==> src/rtl/reaction_ctrl.sv <==
`default_nettype none
// ============================================================================
// Module      : reaction_ctrl
// Description : Master FSM of the reaction-time tester. Drives the state code
//               into the Timer and consumes its handshake flags. Generates
//               the random pre-go delay from a 14-bit Fibonacci LFSR. Detects
//               rising edges on the start and react buttons. Latches the
//               reaction result and the foul/timeout flags.
//
// Optional    : `define REACTION_BEST_EN tracks the best non-timeout result
//               in best_time (reset 999). Without it best_time is tied to 0.
//
// Ports       : clk, rst (sync, active-high)
//               btn_start, btn_react          debounced button levels
//               signal_start/overflow/cleared Timer status flags
//               react_time[9:0]               Timer reaction count
//               machine_state[2:0]            state code to the Timer
//               rand_num[13:0]                pre-go delay target
//               led_go, result_valid, foul    state decodes (registered)
//               result[9:0], timeout          latched round outcome
//               best_time[9:0]                best result (optional)
//
// Revision    : 1.0 - initial release
// ============================================================================
module reaction_ctrl #(
    parameter int          MIN_DELAY = 1000,
    parameter logic [13:0] LFSR_SEED = 14'h2A5B
) (
    input  logic        clk,
    input  logic        rst,
    input  logic        btn_start,
    input  logic        btn_react,
    input  logic        signal_start,
    input  logic        signal_overflow,
    input  logic        signal_cleared,
    input  logic [9:0]  react_time,
    output logic [2:0]  machine_state,
    output logic [13:0] rand_num,
    output logic        led_go,
    output logic [9:0]  result,
    output logic        result_valid,
    output logic        timeout,
    output logic        foul,
    output logic [9:0]  best_time
);

    localparam logic [13:0] c_min_delay = 14'(MIN_DELAY);
    localparam logic [9:0]  c_time_max  = 10'd999;

    // State codes are shared with the Timer and must not be re-encoded.
    typedef enum logic [2:0] {
        S_IDLE     = 3'd0,
        S_WAIT     = 3'd1,
        S_CLR_CNT1 = 3'd2,
        S_START    = 3'd3,
        S_RESULT   = 3'd4,
        S_CLR_CNT2 = 3'd5,
        S_FOUL     = 3'd6
    } state_t;

    state_t      r_state;
    state_t      w_state_nxt;
    logic        w_load_rand;
    logic        w_cap_press;
    logic        w_cap_ovf;

    logic [13:0] r_lfsr;
    logic        w_lfsr_fb;
    logic [13:0] r_rand;

    // Button edge detection: level register, history register, and a
    // hold-off flag. The hold-off flag is set by reset and only clears once
    // the raw button is seen released, so a button held through reset never
    // produces a press pulse.
    logic        r_start_lvl;
    logic        r_start_prev;
    logic        r_start_blk;
    logic        r_react_lvl;
    logic        r_react_prev;
    logic        r_react_blk;
    logic        w_start_press;
    logic        w_react_press;

    logic [9:0]  r_result;
    logic        r_timeout;
    logic        r_led_go;
    logic        r_result_valid;
    logic        r_foul;

    assign w_start_press = r_start_lvl & ~r_start_prev & ~r_start_blk;
    assign w_react_press = r_react_lvl & ~r_react_prev & ~r_react_blk;

    // Taps 14,13,12,2 (1-based) of the Fibonacci shift register.
    assign w_lfsr_fb = r_lfsr[13] ^ r_lfsr[12] ^ r_lfsr[11] ^ r_lfsr[1];

    // ------------------------------------------------------------------
    // Next-state and capture decisions
    // ------------------------------------------------------------------
    always_comb begin
        w_state_nxt = r_state;
        w_load_rand = 1'b0;
        w_cap_press = 1'b0;
        w_cap_ovf   = 1'b0;
        case (r_state)
            S_IDLE: begin
                if (w_start_press) begin
                    w_state_nxt = S_CLR_CNT2;
                end
            end
            S_CLR_CNT2: begin
                if (signal_cleared) begin
                    w_state_nxt = S_WAIT;
                    w_load_rand = 1'b1;
                end
            end
            S_WAIT: begin
                // A react press before go is a foul even if go arrives
                // in the same cycle.
                if (w_react_press) begin
                    w_state_nxt = S_FOUL;
                end else if (signal_start) begin
                    w_state_nxt = S_CLR_CNT1;
                end
            end
            S_CLR_CNT1: begin
                if (signal_cleared) begin
                    w_state_nxt = S_START;
                end
            end
            S_START: begin
                // A press coincident with overflow counts as a valid
                // reaction of 999 rather than a timeout.
                if (w_react_press) begin
                    w_state_nxt = S_RESULT;
                    w_cap_press = 1'b1;
                end else if (signal_overflow) begin
                    w_state_nxt = S_RESULT;
                    w_cap_ovf   = 1'b1;
                end
            end
            S_RESULT, S_FOUL: begin
                if (w_start_press) begin
                    w_state_nxt = S_CLR_CNT2;
                end
            end
            default: begin
                w_state_nxt = S_IDLE;
            end
        endcase
    end

    // ------------------------------------------------------------------
    // State, LFSR, buttons and latched outputs
    // ------------------------------------------------------------------
    always_ff @(posedge clk) begin
        if (rst) begin
            r_state        <= S_IDLE;
            r_lfsr         <= LFSR_SEED;
            r_rand         <= c_min_delay;
            r_start_lvl    <= 1'b0;
            r_start_prev   <= 1'b0;
            r_start_blk    <= 1'b1;
            r_react_lvl    <= 1'b0;
            r_react_prev   <= 1'b0;
            r_react_blk    <= 1'b1;
            r_result       <= 10'd0;
            r_timeout      <= 1'b0;
            r_led_go       <= 1'b0;
            r_result_valid <= 1'b0;
            r_foul         <= 1'b0;
        end else begin
            r_state      <= w_state_nxt;
            r_lfsr       <= {r_lfsr[12:0], w_lfsr_fb};

            r_start_lvl  <= btn_start;
            r_start_prev <= r_start_lvl;
            r_start_blk  <= r_start_blk & btn_start;
            r_react_lvl  <= btn_react;
            r_react_prev <= r_react_lvl;
            r_react_blk  <= r_react_blk & btn_react;

            if (w_load_rand) begin
                r_rand <= c_min_delay + {2'b00, r_lfsr[11:0]};
            end

            if (w_cap_press) begin
                r_result  <= react_time;
                r_timeout <= 1'b0;
            end else if (w_cap_ovf) begin
                r_result  <= c_time_max;
                r_timeout <= 1'b1;
            end

            r_led_go       <= (w_state_nxt == S_START);
            r_result_valid <= (w_state_nxt == S_RESULT);
            r_foul         <= (w_state_nxt == S_FOUL);
        end
    end

    // ------------------------------------------------------------------
    // Best-time tracking
    // ------------------------------------------------------------------
`ifdef REACTION_BEST_EN
    logic [9:0] r_best;

    // Only a genuine press can improve the best time; overflow rounds and
    // fouls never reach this path.
    always_ff @(posedge clk) begin
        if (rst) begin
            r_best <= c_time_max;
        end else if (w_cap_press && (react_time < r_best)) begin
            r_best <= react_time;
        end
    end

    assign best_time = r_best;
`else
    assign best_time = 10'd0;
`endif

    assign machine_state = r_state;
    assign rand_num      = r_rand;
    assign led_go        = r_led_go;
    assign result        = r_result;
    assign result_valid  = r_result_valid;
    assign timeout       = r_timeout;
    assign foul          = r_foul;

endmodule
`default_nettype wire

==> config.mk <==
export PLATFORM = sky130hd
export DESIGN_NAME = reaction_ctrl
export DESIGN_NICKNAME = d
export VERILOG_FILES = /design/src/rtl/reaction_ctrl.sv
export SDC_FILE = /design/constraint.sdc
export NUM_CORES = 1
export LEC_CHECK = 0
export ABC_AREA = 1
export CORE_MARGIN = 1.5
export CORE_UTILIZATION = 40
export DETAILED_ROUTE_END_ITERATION = 8
export GPL_TIMING_DRIVEN = 0
export PLACE_DENSITY = 0.69
export SYNTH_ARGS = -nofsm -noshare
export SYNTH_HDL_FRONTEND = slang
export SYNTH_SLANG_ARGS = --single-unit
==> constraint.sdc <==
create_clock -name clk -period 2.9 [get_ports clk]
set_input_delay 0.435 -clock clk [delete_from_list [all_inputs] [get_ports clk]]
set_output_delay 0.435 -clock clk [all_outputs]
set_load 0.02 [all_outputs]
==> reports/metrics.cfg <==
[logic_synthesis]
syn_area_per_cell_um2=7.779
yosysMostFrequentCell=dfxtp_1
synth-edff-count=0
synth_flop_cell=dfxtp_1
yosys_warnings=0
ys_top_cells_by_count=50 x dfxtp_1, 45 x nand2_1, 42 x nor2_1, 31 x inv_1, 18 x o21ai_0
synthTopCellsByArea=dfxtp_1 49%, nand2_1 8.3%, nor2_1 7.7%
syn_inst=262
synthArstFlopShare_pct=0
yosys.area.top_type=dfxtp_1
netlist_area_mm2=0.002038
synth_top_cell_area_share_pct=49.11
synth-seq-cells=50
ys_seq_area_share_pct=49.11
synth.distinct_cells=28

[detailed_routing]
firstDrtPassIters=4
vias=1685
routed_via_density=4.288
wl_per_cell_um=10.24
drt_first_iter_violations=78
drc=0
wl_um=4025
ant_nets=0

[final_layout]
fill_cells=495
antennaDiodeCount=0
fin_nets=343
area_growth_pct=33.03
layout.cells.non_filler=393
layout-drive-gt1-share_pct=12.58

[clock_network]
clkLatencyLatePin_ns=0.30
htreeDepth=2
cts_root_buf=clkbuf_8
clockBufferDepth=2
clkTransAtPathRegs_ns=0.08
cts_made_buffers=5
cts_tree=done
cts_setup_buffers=0
cts.repair.resized=0
cts_sinks=50
hold_buffers=0

[pwr]
total_power_mw=1.267
p_seq_share_pct=57.2
ir_worst_vdd_mv=0.2688
internal-power_mw=0.9633
swShare_pct=23.99
power_switching_mw=0.3040
power_leakage_nw=1.264
power_density_mw_per_mm2=467.4
p_comb_share_pct=10.8
p_clk_share_pct=32.0

[setup_path]
path_max_fanout=6
r2r-start=r_react_blk
r2r_slack_ns=1.53
arrival_ns=1.40
startpoint_type=flip-flop
cp.depth=1
endpoint=machine_state[0]
crit_path_start=machine_state[0]
cp_top_family=buffers and inverters
cp_data_required_time_ns=2.47
r2r-end=result[6]
critPathBufInv=1
reg2reg_depth=6
path_cells=clkdlybuf4s50_1
path_class=reg2out
crit_path_end_kind=output pin
crit_path_max_incr_delay_ns=0.65
crit_slowest_cell=clkdlybuf4s50_1

[placed_design]
dp.cells=385
detailed_place_hpwl_um=3078
place_congestion=0.8410
port-buffer-count=46

[sta]
final_max_slew_viol_count=0
fin_crit_ns=1.835
fin_crit_sh_pct=63.27
finalSetupViolations=0
slew_headroom_pct=66.38
worst_pin_slew_ns=0.5042
fmax_ghz=0.5450
setup_tns_ns=0
clock_skew_ns=0.005123
finalHoldViolations=0
rsz0062_at_grt=no

[global_routing]
grt_pass1_wl_um=6865
grt_use_total_pct=16.28
grt_max_degree=15
grt_overflow=0
antenna_found_initial=0
grt_pass1_vias=1509

[die]
initial_core_util_pct=42.31
ios=58
die_x_um=74.38
core_mm2=0.004817
fp.dieH_um=74.38
die_area_mm2=0.005532
rows=25

[run]
drv_cap=0

[worst_hold_path]
hold_class=reg2reg

[outcome]
outcome=completed

[cell families (layout without fill, tap and decap cells)]
group,after synthesis,in the layout,synth area share [%]
XOR/XNOR,5,5,2.148
AO/OA/AOI/OAI,37,37,9.822
flip-flops,50,50,49.11
other,1,11,0.1840
AND/OR/NAND/NOR,114,114,25.84
adder cells (fa/ha/maj),1,1,0.6138
buffers and inverters,54,108,12.28
[flip-flops by register name, indices dropped and copies added, names as in the netlist]
register and cells:
r_react_lvl 1, foul 1, r_react_prev 1, result_valid 1, r_react_blk 1, timeout 1, r_start_blk 1, led_go 1
machine_state 3, rand_num 13, r_start_lvl 1, r_start_prev 1, r_lfsr 14, result 10
[layer usage]
layer	track usage (%)	part of all wire [%]	vias to the layer above
li1	-	-	918
met1	20.92	48	720
met2	26.29	44	41
met3	4.336	6.1	6
met4	6.061	1.7	0
met5	0	0	-
[metrics by stage]
stage                     util (%)  cell area (µm²)  setup WS, ns  hold slack, ns
final                        56.29             2711         1.065          0.4261
after global routing         56.29             2711        0.9986          0.4580
after CTS                    56.29             2711         1.044          0.4298
after detailed placement     54.39             2620        0.9576          0.4166
after global placement       54.39             2620        0.9472          0.4066
after floorplan                  -             2076         1.653          0.4032
[layout by cell type (no fill, tap or decap), drive strengths merged, types with 14 or more instances in the layout]
cell            n
inv            36
buf            14
nor2           45
nand2          47
dfxtp          50
o21ai          18
a21oi          14
clkdlybuf4s50  46
nand3          15
[worst min-delay path by stage]
stage,from,to,slack [ns],cells past startpoint
6_report,r_react_lvl,r_react_prev,0.43,2
5_1_grt,r_react_lvl,r_react_prev,0.46,2
4_1_cts,r_react_lvl,r_react_prev,0.43,2
3_5_place_dp,r_react_lvl,r_react_prev,0.42,2
3_3_place_gp,r_react_lvl,r_react_prev,0.41,2
2_1_floorplan,r_react_lvl,r_react_prev,0.40,2
[final cells by class]
class / count / area (µm²) / share of cell area, %
timing repair buffer: 46 / 460.4 / 16.98
tap: 67 / 83.83 / 3.092
clock inverter: 1 / 5.005 / 0.1846
buffer: 18 / 115.1 / 4.245
inverter: 36 / 135.1 / 4.984
sequential: 50 / 1001 / 36.92
clock buffer: 7 / 86.33 / 3.184
multi-input combinational: 168 / 824.5 / 30.41
[power by group through the flow]
stage	Sequential (mW)	Clock, mW	Combinational [mW]
2_1_floorplan	0.742	0	0.0891
3_3_place_gp	0.741	0	0.136
3_5_place_dp	0.741	0	0.137
4_1_cts	0.725	0.423	0.138
5_1_grt	0.729	0.445	0.155
6_report	0.725	0.405	0.137
Power figures use the tool's default switching activity.
